**config.mk**
```make
export PLATFORM = sky130hd
export DESIGN_NAME = knap_sweep
export DESIGN_NICKNAME = d
export VERILOG_FILES = /design/src/rtl/knap_pkg.sv /design/src/rtl/knap_totals.sv /design/src/rtl/knap_sweep.sv
export SDC_FILE = /design/constraint.sdc
export NUM_CORES = 1
export LEC_CHECK = 0
export BUFFER_PORTS_ARGS = -buffer_cell sky130_fd_sc_hd__buf_2
export CORE_MARGIN = 2
export CORE_UTILIZATION = 25
export CTS_CLUSTER_DIAMETER = 50
export DETAILED_ROUTE_END_ITERATION = 10
export GPL_ROUTABILITY_DRIVEN = 0
export MAX_ROUTING_LAYER = met4
export PLACE_DENSITY = 0.46
export SLEW_MARGIN = 20
export SYNTH_ARGS = -nofsm -noshare
export SYNTH_HDL_FRONTEND = slang
export SYNTH_SLANG_ARGS = --single-unit
```
**constraint.sdc**
```tcl
create_clock -name clk -period 6.4 [get_ports clk]
set_input_delay 1.28 -clock clk [delete_from_list [all_inputs] [get_ports clk]]
set_output_delay 1.28 -clock clk [all_outputs]
set_load 0.02 [all_outputs]
```
**src/rtl/knap_pkg.sv**
```systemverilog
// Shared types, FSM encoding and per-item tables for the 13-item knapsack sweep.
package knap_pkg;

    localparam int NUM_ITEMS = 13;

    typedef logic [NUM_ITEMS-1:0] knap_mask_t;

    typedef enum logic [1:0] {
        ST_IDLE  = 2'd0,
        ST_SWEEP = 2'd1,
        ST_DRAIN = 2'd2
    } knap_state_t;

    localparam knap_mask_t LAST_MASK = 13'h1FFF;

    // Index 0 is item A, which maps to mask bit 12.
    localparam logic [7:0] ITEM_VALUE [NUM_ITEMS] = '{
        8'd4, 8'd8, 8'd0, 8'd20, 8'd10, 8'd12, 8'd18, 8'd14, 8'd6, 8'd15, 8'd30, 8'd8, 8'd16
    };
    localparam logic [7:0] ITEM_WEIGHT [NUM_ITEMS] = '{
        8'd28, 8'd8, 8'd27, 8'd18, 8'd27, 8'd28, 8'd6, 8'd1, 8'd20, 8'd0, 8'd5, 8'd13, 8'd8
    };
    localparam logic [7:0] ITEM_VOLUME [NUM_ITEMS] = '{
        8'd27, 8'd27, 8'd4, 8'd4, 8'd0, 8'd24, 8'd4, 8'd20, 8'd12, 8'd15, 8'd5, 8'd2, 8'd9
    };

endpackage

```
**src/rtl/knap_totals.sv**
```systemverilog
// Combinational mask -> (value, weight, volume) totals over the item tables.
module knap_totals
    import knap_pkg::*;
(
    input  knap_mask_t  i_mask,
    output logic [7:0]  o_value,
    output logic [7:0]  o_weight,
    output logic [7:0]  o_volume
);

    // Table maxima (161/189/153) fit in 8 bits, so the sums never wrap.
    always_comb begin
        o_value  = '0;
        o_weight = '0;
        o_volume = '0;
        for (int i = 0; i < NUM_ITEMS; i++) begin
            if (i_mask[NUM_ITEMS-1-i]) begin
                o_value  = o_value  + ITEM_VALUE[i];
                o_weight = o_weight + ITEM_WEIGHT[i];
                o_volume = o_volume + ITEM_VOLUME[i];
            end
        end
    end

endmodule

```
**src/rtl/knap_sweep.sv**
```systemverilog
// Exhaustive 2^13 knapsack sweep: counts feasible masks and tracks the best one.
// Define KNAP_FIRST_HIT_EN to stop the sweep at the first feasible mask.
module knap_sweep
    import knap_pkg::*;
#(
    parameter int MIN_VALUE  = 121,
    parameter int MAX_WEIGHT = 60,
    parameter int MAX_VOLUME = 60
) (
    input  logic        clk,
    input  logic        rst_n,
    input  logic        start,
    output logic        busy,
    output logic        done,
    output logic        found,
    output logic [13:0] hit_count,
    output logic [12:0] best_mask,
    output logic [7:0]  best_value
);

    knap_state_t r_state;
    knap_state_t w_state_nxt;
    knap_mask_t  r_mask_p0;
    knap_mask_t  r_mask_p1;
    logic        r_vld_p1;
    logic [7:0]  r_val_p1;
    logic [7:0]  r_wt_p1;
    logic [7:0]  r_vol_p1;
    logic [7:0]  w_val;
    logic [7:0]  w_wt;
    logic [7:0]  w_vol;
    logic        w_feasible;
    logic        w_accept;
    logic        w_stop;
    logic        r_done;
    logic        r_found;
    logic [13:0] r_hits;
    knap_mask_t  r_best_mask;
    logic [7:0]  r_best_val;

    knap_totals u_totals (
        .i_mask   (r_mask_p0),
        .o_value  (w_val),
        .o_weight (w_wt),
        .o_volume (w_vol)
    );

    // Stage 1: totals of the issued mask
    always_ff @(posedge clk) begin
        r_mask_p1 <= r_mask_p0;
        r_val_p1  <= w_val;
        r_wt_p1   <= w_wt;
        r_vol_p1  <= w_vol;
    end

    // Stage 2: threshold test feeding the result registers
    assign w_feasible = (int'(r_val_p1) >= MIN_VALUE) &&
                        (int'(r_wt_p1)  <= MAX_WEIGHT) &&
                        (int'(r_vol_p1) <= MAX_VOLUME);

`ifdef KNAP_FIRST_HIT_EN
    // Once a hit is recorded, masks still in flight are discarded.
    assign w_accept = r_vld_p1 && w_feasible && !r_found;
    assign w_stop   = w_accept;
`else
    assign w_accept = r_vld_p1 && w_feasible;
    assign w_stop   = 1'b0;
`endif

    always_ff @(posedge clk or negedge rst_n) begin
        if (!rst_n) begin
            r_state <= ST_IDLE;
        end else begin
            r_state <= w_state_nxt;
        end
    end

    always_comb begin
        w_state_nxt = r_state;
        case (r_state)
            ST_IDLE:  if (start) w_state_nxt = ST_SWEEP;
            ST_SWEEP: if (w_stop || (r_mask_p0 == LAST_MASK)) w_state_nxt = ST_DRAIN;
            ST_DRAIN: w_state_nxt = ST_IDLE;
            default:  w_state_nxt = ST_IDLE;
        endcase
    end

    always_ff @(posedge clk or negedge rst_n) begin
        if (!rst_n) begin
            r_mask_p0   <= '0;
            r_vld_p1    <= 1'b0;
            r_done      <= 1'b0;
            r_found     <= 1'b0;
            r_hits      <= '0;
            r_best_mask <= '0;
            r_best_val  <= '0;
        end else begin
            r_vld_p1 <= (r_state == ST_SWEEP);
            r_done   <= (r_state == ST_DRAIN);
            if ((r_state == ST_IDLE) && start) begin
                r_mask_p0   <= '0;
                r_found     <= 1'b0;
                r_hits      <= '0;
                r_best_mask <= '0;
                r_best_val  <= '0;
            end else begin
                if (r_state == ST_SWEEP) begin
                    r_mask_p0 <= r_mask_p0 + 1'b1;
                end
                // Masks arrive in ascending order, so strict '>' keeps the lowest mask on ties.
                if (w_accept) begin
                    r_hits  <= r_hits + 1'b1;
                    r_found <= 1'b1;
                    if (!r_found || (r_val_p1 > r_best_val)) begin
                        r_best_mask <= r_mask_p1;
                        r_best_val  <= r_val_p1;
                    end
                end
            end
        end
    end

    assign busy       = (r_state != ST_IDLE);
    assign done       = r_done;
    assign found      = r_found;
    assign hit_count  = r_hits;
    assign best_mask  = r_best_mask;
    assign best_value = r_best_val;

endmodule

```
==> qor.csv, run 1 <==
metric,value,unit
outcome,"complete, no violations",
start_util,0.2525,
cts_buffer_depth,2,
r2r_end,r_wt_p1[7],
synthArstFlopShare,0.5889,
drt-initial-drc-count,367,
cts_max_level,3,
ys_seq_area_frac,0.2777,
clkLatencyLatePin,360,ps
p_int,910.6,uW
cts_tree,built,
synth_fp_nets,880,
seq_power_share,0.489,
cts.sinks,90,
numPortBuffers,40,
grt_use_total,0.1292,
fillCellCount,3141,
synth_edf_count,0,
synthTopCellsByArea,"dfrtp_1, dfxtp_1, xnor2_1, ha_1, xor2_1",
whs,443.0,ps
worst-setup-path-type,reg -> reg,
cp_max_fo,15,
setup_violations,0,
clockRootBuffer,clkbuf_16,
yosysTopAreaCell,dfrtp_1,
drive_gt1_frac,0.1305,
r2r-start,r_mask_p0[10],
period_needed,5712,ps
whs_path_depth,1,
hold_buffers,0,
syn_area_per_cell,8.979,um^2
wl_per_cell,14.84,um
synthesis.area,7443,um^2
synthCells,829,
critPathLaunch,r_mask_p0[10],
p_comb_frac,0.007,
die_area,31170,um^2
reg2reg_slack,690,ps
power.density,137.2,nW/um^2
die_width,176.6,um
report.final.hold_viol_count,0,
core_area,29480,um^2
worstMarginPinSlew,896.9,ps
tns,0,ps
synth_ff_type,dfrtp_1,
cts_made_buffers,9,
skew,11.64,ps
grt_max_degree,54,
cp.required,6640,ps
start_kind,flop,
num_rows,63,
area_growth,13.25,%
wl,18640,um
io_pins,41,
yosys_warnings,0,
p_leak,0.003382,uW
drv_slew,0,
ys_seq_elements,90,
grt.overflow.total,0,
p_sw,245.7,uW
post_cts_buffers,0,
cp.arrival,5950,ps
min_from,r_mask_p1[6],
slew_headroom,0.4020,
hold_class,reg -> reg,
peakVddDrop,0.1202,mV
nets,912,
grt_antenna_before_repair,0,
max_clock_freq,175.1,MHz
ys_types,91,
place_hpwl,14000,um
die_h,176.6,um
grt_pass1_vias,5859,
cp-end-kind,flop,
reg2reg_depth,22,
holdPathEnd,best_mask[6],
fin_crit_sh,0.8924,
yosysTopAreaCellShare,0.1782,
clkSlewWorstSetupHoldPaths,70,ps
rsz0062_at_grt,false,
detail_route.vias_per_cell,4.748,
n_antenna_cell,0,
p_clk_frac,0.505,
num_vias,5964,
antenna_left,0,
grt_pass1_wl,31330,um
drc,0,
cap_violations,0,
cts_resized,0,
p_sw_frac,0.2125,
dr.pass1.iters,4,
metal layers:
layer | GRT usage | wire (um) | part of all wire
met1 | 0.1731 | 9466 | 0.51
met2 | 0.2049 | 8474 | 0.45
met3 | 0.02283 | 537 | 0.029
met4 | 0.02548 | 164 | 0.0088
met5 | - | 0 | 0
worst max path at each step:
stage,end
after floorplan,r_vol_p1[7]
after global placement,r_wt_p1[7]
after detailed placement,r_wt_p1[7]
after CTS,r_wt_p1[7]
after global routing,r_vol_p1[7]
final,r_wt_p1[7]
state kept, by name, indices dropped and copies added (netlist names):
register	count
r_wt_p1	8
found	1
r_mask_p1	13
r_mask_p0	13
r_vol_p1	8
r_vld_p1	1
best_mask	13
hit_count	14
r_val_p1	8
done	1
best_value	8
r_state	2
kinds of logic (layout without fill, tap and decap cells):
logic type | after synthesis | count (layout) | share of synthesized area
and+or+nand+nor | 261 | 261 | 0.1758
AOI/OAI and AO/OA | 200 | 200 | 0.1982
xor gates and xnor gates | 120 | 120 | 0.1745
DFF | 90 | 90 | 0.2777
buffers and inverters | 78 | 115 | 0.04253
adders and majority gates | 49 | 49 | 0.08607
muxes | 31 | 31 | 0.04522
critical path: stages, from the launching register on:
cell       delay (ps)
dfrtp_1           600
fa_1              810
a21bo_2           290
nand2_1           110
xnor2_1            80
ha_1              290
nor2_1             60
nor2_1            260
xnor3_1           540
inv_1              90
ha_1              280
nand2b_1          140
xnor3_1           410
and3_1            240
a2111oi_4         390
nor2_1             80
ha_1              200
nand2_1           120
inv_1             110
nand2b_4           80
o2bb2ai_1          80
a221oi_2          240
xnor2_1           100
cell usage in the layout, fill, tap and decap left out, types with 4 or more instances in the layout:
master | netlist | final
xnor2_1 | 69 | 69
nand2_1 | 66 | 66
nor2_1 | 59 | 59
dfrtp_1 | 53 | 53
o21ai_0 | 47 | 46
ha_1 | 44 | 44
buf_2 | 7 | 40
nand3_1 | 37 | 37
dfxtp_1 | 37 | 37
inv_1 | 33 | 33
xor2_1 | 32 | 32
a21oi_1 | 24 | 24
mux2i_1 | 21 | 21
a22o_1 | 21 | 21
nand2b_1 | 18 | 18
buf_4 | 2 | 18
nand4_1 | 14 | 14
nor2b_1 | 10 | 10
xnor3_1 | 10 | 10
nor3_1 | 10 | 10
and2_1 | 9 | 9
clkbuf_16 | 0 | 9
a31oi_1 | 8 | 8
mux2_2 | 8 | 8
a21o_1 | 8 | 8
or3_1 | 8 | 8
o31ai_1 | 7 | 7
o211ai_1 | 7 | 7
and3_1 | 6 | 6
inv_2 | 5 | 5
a211oi_1 | 5 | 5
o21a_1 | 5 | 5
o22ai_1 | 5 | 5
a311oi_1 | 4 | 4
o311ai_0 | 4 | 4
nor4b_1 | 4 | 4
o21ai_1 | 3 | 4
o311a_1 | 4 | 4
fa_1 | 4 | 4
synth_stat cells, types with 4 or more instances:
cell,n
xnor2_1,69
nand2_1,66
nor2_1,59
dfrtp_1,53
o21ai_0,47
ha_1,44
dfxtp_1,37
nand3_1,37
inv_1,33
xor2_1,32
a21oi_1,24
a22o_1,21
mux2i_1,21
clkbuf_1,19
nand2b_1,18
nand4_1,14
nor2b_1,10
nor3_1,10
xnor3_1,10
and2_1,9
a21o_1,8
a31oi_1,8
buf_1,8
mux2_2,8
or3_1,8
buf_2,7
o211ai_1,7
o31ai_1,7
and3_1,6
a211oi_1,5
inv_2,5
o21a_1,5
o22ai_1,5
a311oi_1,4
fa_1,4
nor4b_1,4
o311a_1,4
o311ai_0,4
power by group through the flow:
| stage | registers [uW] | logic (uW) | clock network [uW] |
|---|---|---|---|
| 5_1_grt | 564 | 9.65 | 627 |
| 3_5_place_dp | 577 | 9.08 | 0 |
| 4_1_cts | 565 | 9.11 | 603 |
| 6_report | 565 | 7.85 | 584 |
| 2_1_floorplan | 577 | 0.0136 | 0 |
| 3_3_place_gp | 577 | 8.87 | 0 |
metrics by stage:
step	setup slack [ps]	utilization	instance area [um^2]	power, uW	cells
floorplan	937.9	-	7443	576.7	829
global placement	774.1	0.2749	8104	585.5	1240
detailed placement	668.6	0.2749	8104	585.7	1240
CTS	650.9	0.2859	8429	1177	1256
global route	198.9	0.2859	8429	1201	1256
finish	688.5	0.2859	8429	1156	1256
layout make-up:
class	instances	area, um^2	area share
clock buffers	9	225.2	0.02672
clock inverters	7	100.1	0.01187
inverters	41	153.9	0.01826
multi-input cells	661	5060	0.6003
flip-flops and latches	90	2067	0.2452
well taps	390	488.0	0.05789
repair buffers	58	335.3	0.03978
No activity file was read; power rests on OpenSTA's default activity.
==> run 2, diff against run 1 <==
CORE_ASPECT_RATIO = 2   (was unset)
RECOVER_POWER = 25   (was unset)
==> run 2 against run 1 <==
Highest routed layer unchanged. The flow now finishes with violations (capacitance limit, slew limit). Die area is 0.27% higher. First-iteration DRC count decreased by 35%. Global-route usage increased by 0.16 points. Final area shrank 0.82%. Via count is 0.79% higher. Register-to-register slack got worse by 120 ps.
==> qor.csv, run 2 (synthesized netlist as in run 1, its figures left out) <==
metric,value,unit,change
hold_class,reg -> reg,,
peakVddDrop,0.1144,mV,-4.8%
stdcell_area,8361,um^2,-0.82%
rsz0062_at_grt,false,,
r2r-start,r_mask_p0[10],,
outcome,finished with violations,,
grt_pass1_vias,6166,,+5.2%
start_util,0.2532,,+0.0007092
violations,"capacitance limit, slew limit",,
cp_max_fo,12,,-3
dr.pass1.iters,4,,unchanged
numPortBuffers,40,,unchanged
worstMarginPinSlew,3017,ps,+2120 ps
dpl_cell_area,8058,um^2,-0.57%
start_kind,flop,,
crit_chain,fa_1 -> a21boi_0 -> nor3_1 -> mux2_2 -> nor2_1 -> xnor3_1 -> inv_1 -> ha_1 -> nand2b_1 -> xnor3_1 -> and3_1 -> a2111oi_4 -> nor2_1 -> ha_1 -> nand2_1 -> inv_1 -> nand2b_4 -> o2bb2ai_1 -> a221oi_2 -> xnor2_1,,
cts_resized,0,,unchanged
die_area,31250,um^2,+0.27%
cts_made_buffers,9,,unchanged
gr-max-usage-layer,met2,,
post_cts_buffers,0,,unchanged
crit_slowest_cell,fa_1,,
antenna_left,0,,unchanged
skew,13.50,ps,+1.864 ps
hold_buffers,0,,unchanged
core_area,29400,um^2,-0.28%
final_common_cell,xnor2_1,,
grt_antenna_before_repair,0,,unchanged
die_h,248.0,um,+40%
tns,0,ps,unchanged
clkSlewWorstSetupHoldPaths,70,ps,about the same
final_cell_mix,"xnor2_1, nand2_1, nor2_1",,
clkLatencyLatePin,360,ps,about the same
area_growth,12.32,%,
reg2reg_depth,20,,-9.1%
n_antenna_cell,0,,unchanged
worstSetupPathDepth,20,,-9.1%
wl,19440,um,+4.3%
drv_slew,54,,+54
cap_violations,1,,+1
grt.overflow.total,0,,unchanged
reg2reg_slack,570,ps,-120 ps
grt_pass1_wl,31810,um,+1.5%
use_met1,0.1194,,-0.05366
drive_gt1_frac,0.1204,,-0.01011
grt_max_degree,54,,unchanged
cp.required,6640,ps,about the same
place_hpwl,15350,um,+9.6%
cts_max_level,3,,unchanged
grt_use_met3,0.01418,,-0.008650
slowest_delay,830,ps,+20 ps
drt-initial-drc-count,238,,-35%
cts_tree,built,,
r2r_end,r_wt_p1[7],,
final_util,0.2844,,-0.001537
wl_per_cell,15.83,um,+6.6%
critPathLaunch,r_mask_p0[10],,
die_width,126.0,um,-29%
report.final.hold_viol_count,0,,unchanged
cp-end-kind,flop,,
p_leak,0.003355,uW,-0.78%
cp.arrival,6070,ps,+120 ps
nets,910,,-0.22%
max_clock_freq,171.5,MHz,-2.1%
worst-setup-path-type,reg -> reg,,
cts.sinks,90,,unchanged
critPathTopFamily,adder cells,,
largest_register_ffs,14,,unchanged
clockRootBuffer,clkbuf_16,,
setup_violations,0,,unchanged
drc,0,,unchanged
num_vias,6011,,+0.79%
endpoint,r_wt_p1[7],,
slew_headroom,-1.012,,-1.414
power.density,139.6,nW/um^2,+1.8%
period_needed,5832,ps,+120.0 ps
gr-usage-met2,0.2661,,+0.06121
grt_use_total,0.1309,,+0.001631
detail_route.vias_per_cell,4.895,,+3.1%
num_rows,89,,+41%
cts_buffer_depth,2,,unchanged
fin_crit_sh,0.9112,,+0.01875
cp_num_buf_inv,2,,unchanged
io_pins,41,,unchanged
==> run 2: cell types whose count changed in the layout (fill, tap and decap cells not counted) <==
cell	previous run	this run
buf_4	18	10
clkbuf_1	0	7
clkinvlp_4	3	1
a2111oi_0	2	1
a2111oi_1	0	1
inv_8	0	1
==> run 2: worst reg2reg max path, delay by kind of cell, from the launching register on <==
| kind | cells | cell delay (ps) |
|---|---|---|
| xor gates and xnor gates | 3 | 1100 |
| muxes | 1 | 340 |
| DFF | 1 | 580 |
| and+or+nand+nor | 7 | 1070 |
| adders and majority gates | 3 | 1300 |
| buffers and inverters | 2 | 210 |
| AOI/OAI and AO/OA | 4 | 1110 |
==> run 2: final cells by class <==
class	instances	area, um^2
Clock buffer	10	229.0
Fill cell	3166	21040
Timing Repair Buffer	56	297.8
Tap cell	364	455.4
Sequential cell	90	2067
Clock inverter	6	96.34
Multi-Input combinational cell	661	5061
Inverter	41	153.9
==> run 2: worst min-delay path by stage <==
stage / from / end / slack (ps) / cells after the start
after floorplan: r_mask_p0[6] / r_mask_p1[6] / 340 / 0
after global placement: r_mask_p1[3] / best_mask[3] / 430 / 1
after detailed placement: r_mask_p1[1] / best_mask[1] / 430 / 1
after CTS: r_mask_p1[1] / best_mask[1] / 450 / 1
after global routing: r_mask_p1[3] / best_mask[3] / 460 / 1
final: r_mask_p1[1] / best_mask[1] / 450 / 1
==> run 2: per-stage QoR <==
stage	total power (uW)	cells	hold WS, ps	setup slack (ps)
3_5_place_dp	585.2	1212	430.7	651.4
2_1_floorplan	576.7	829	342.2	937.9
5_1_grt	1208	1228	461.6	149.3
6_report	1167	1228	446.0	568.5
3_3_place_gp	585.1	1212	429.0	630.5
4_1_cts	1189	1228	447.0	593.5
==> run 2: power by group <==
part | switching [uW] | internal [uW]
Clock | 247 | 348
Combinational | 6.92 | 0.537
Sequential | 0 | 565
==> run 2: layer usage <==
layer,part of all wire,vias to the layer above
li1,-,3039
met3,0.013,26
met1,0.36,2884
met4,0.033,0
met2,0.59,62
met5,0,-
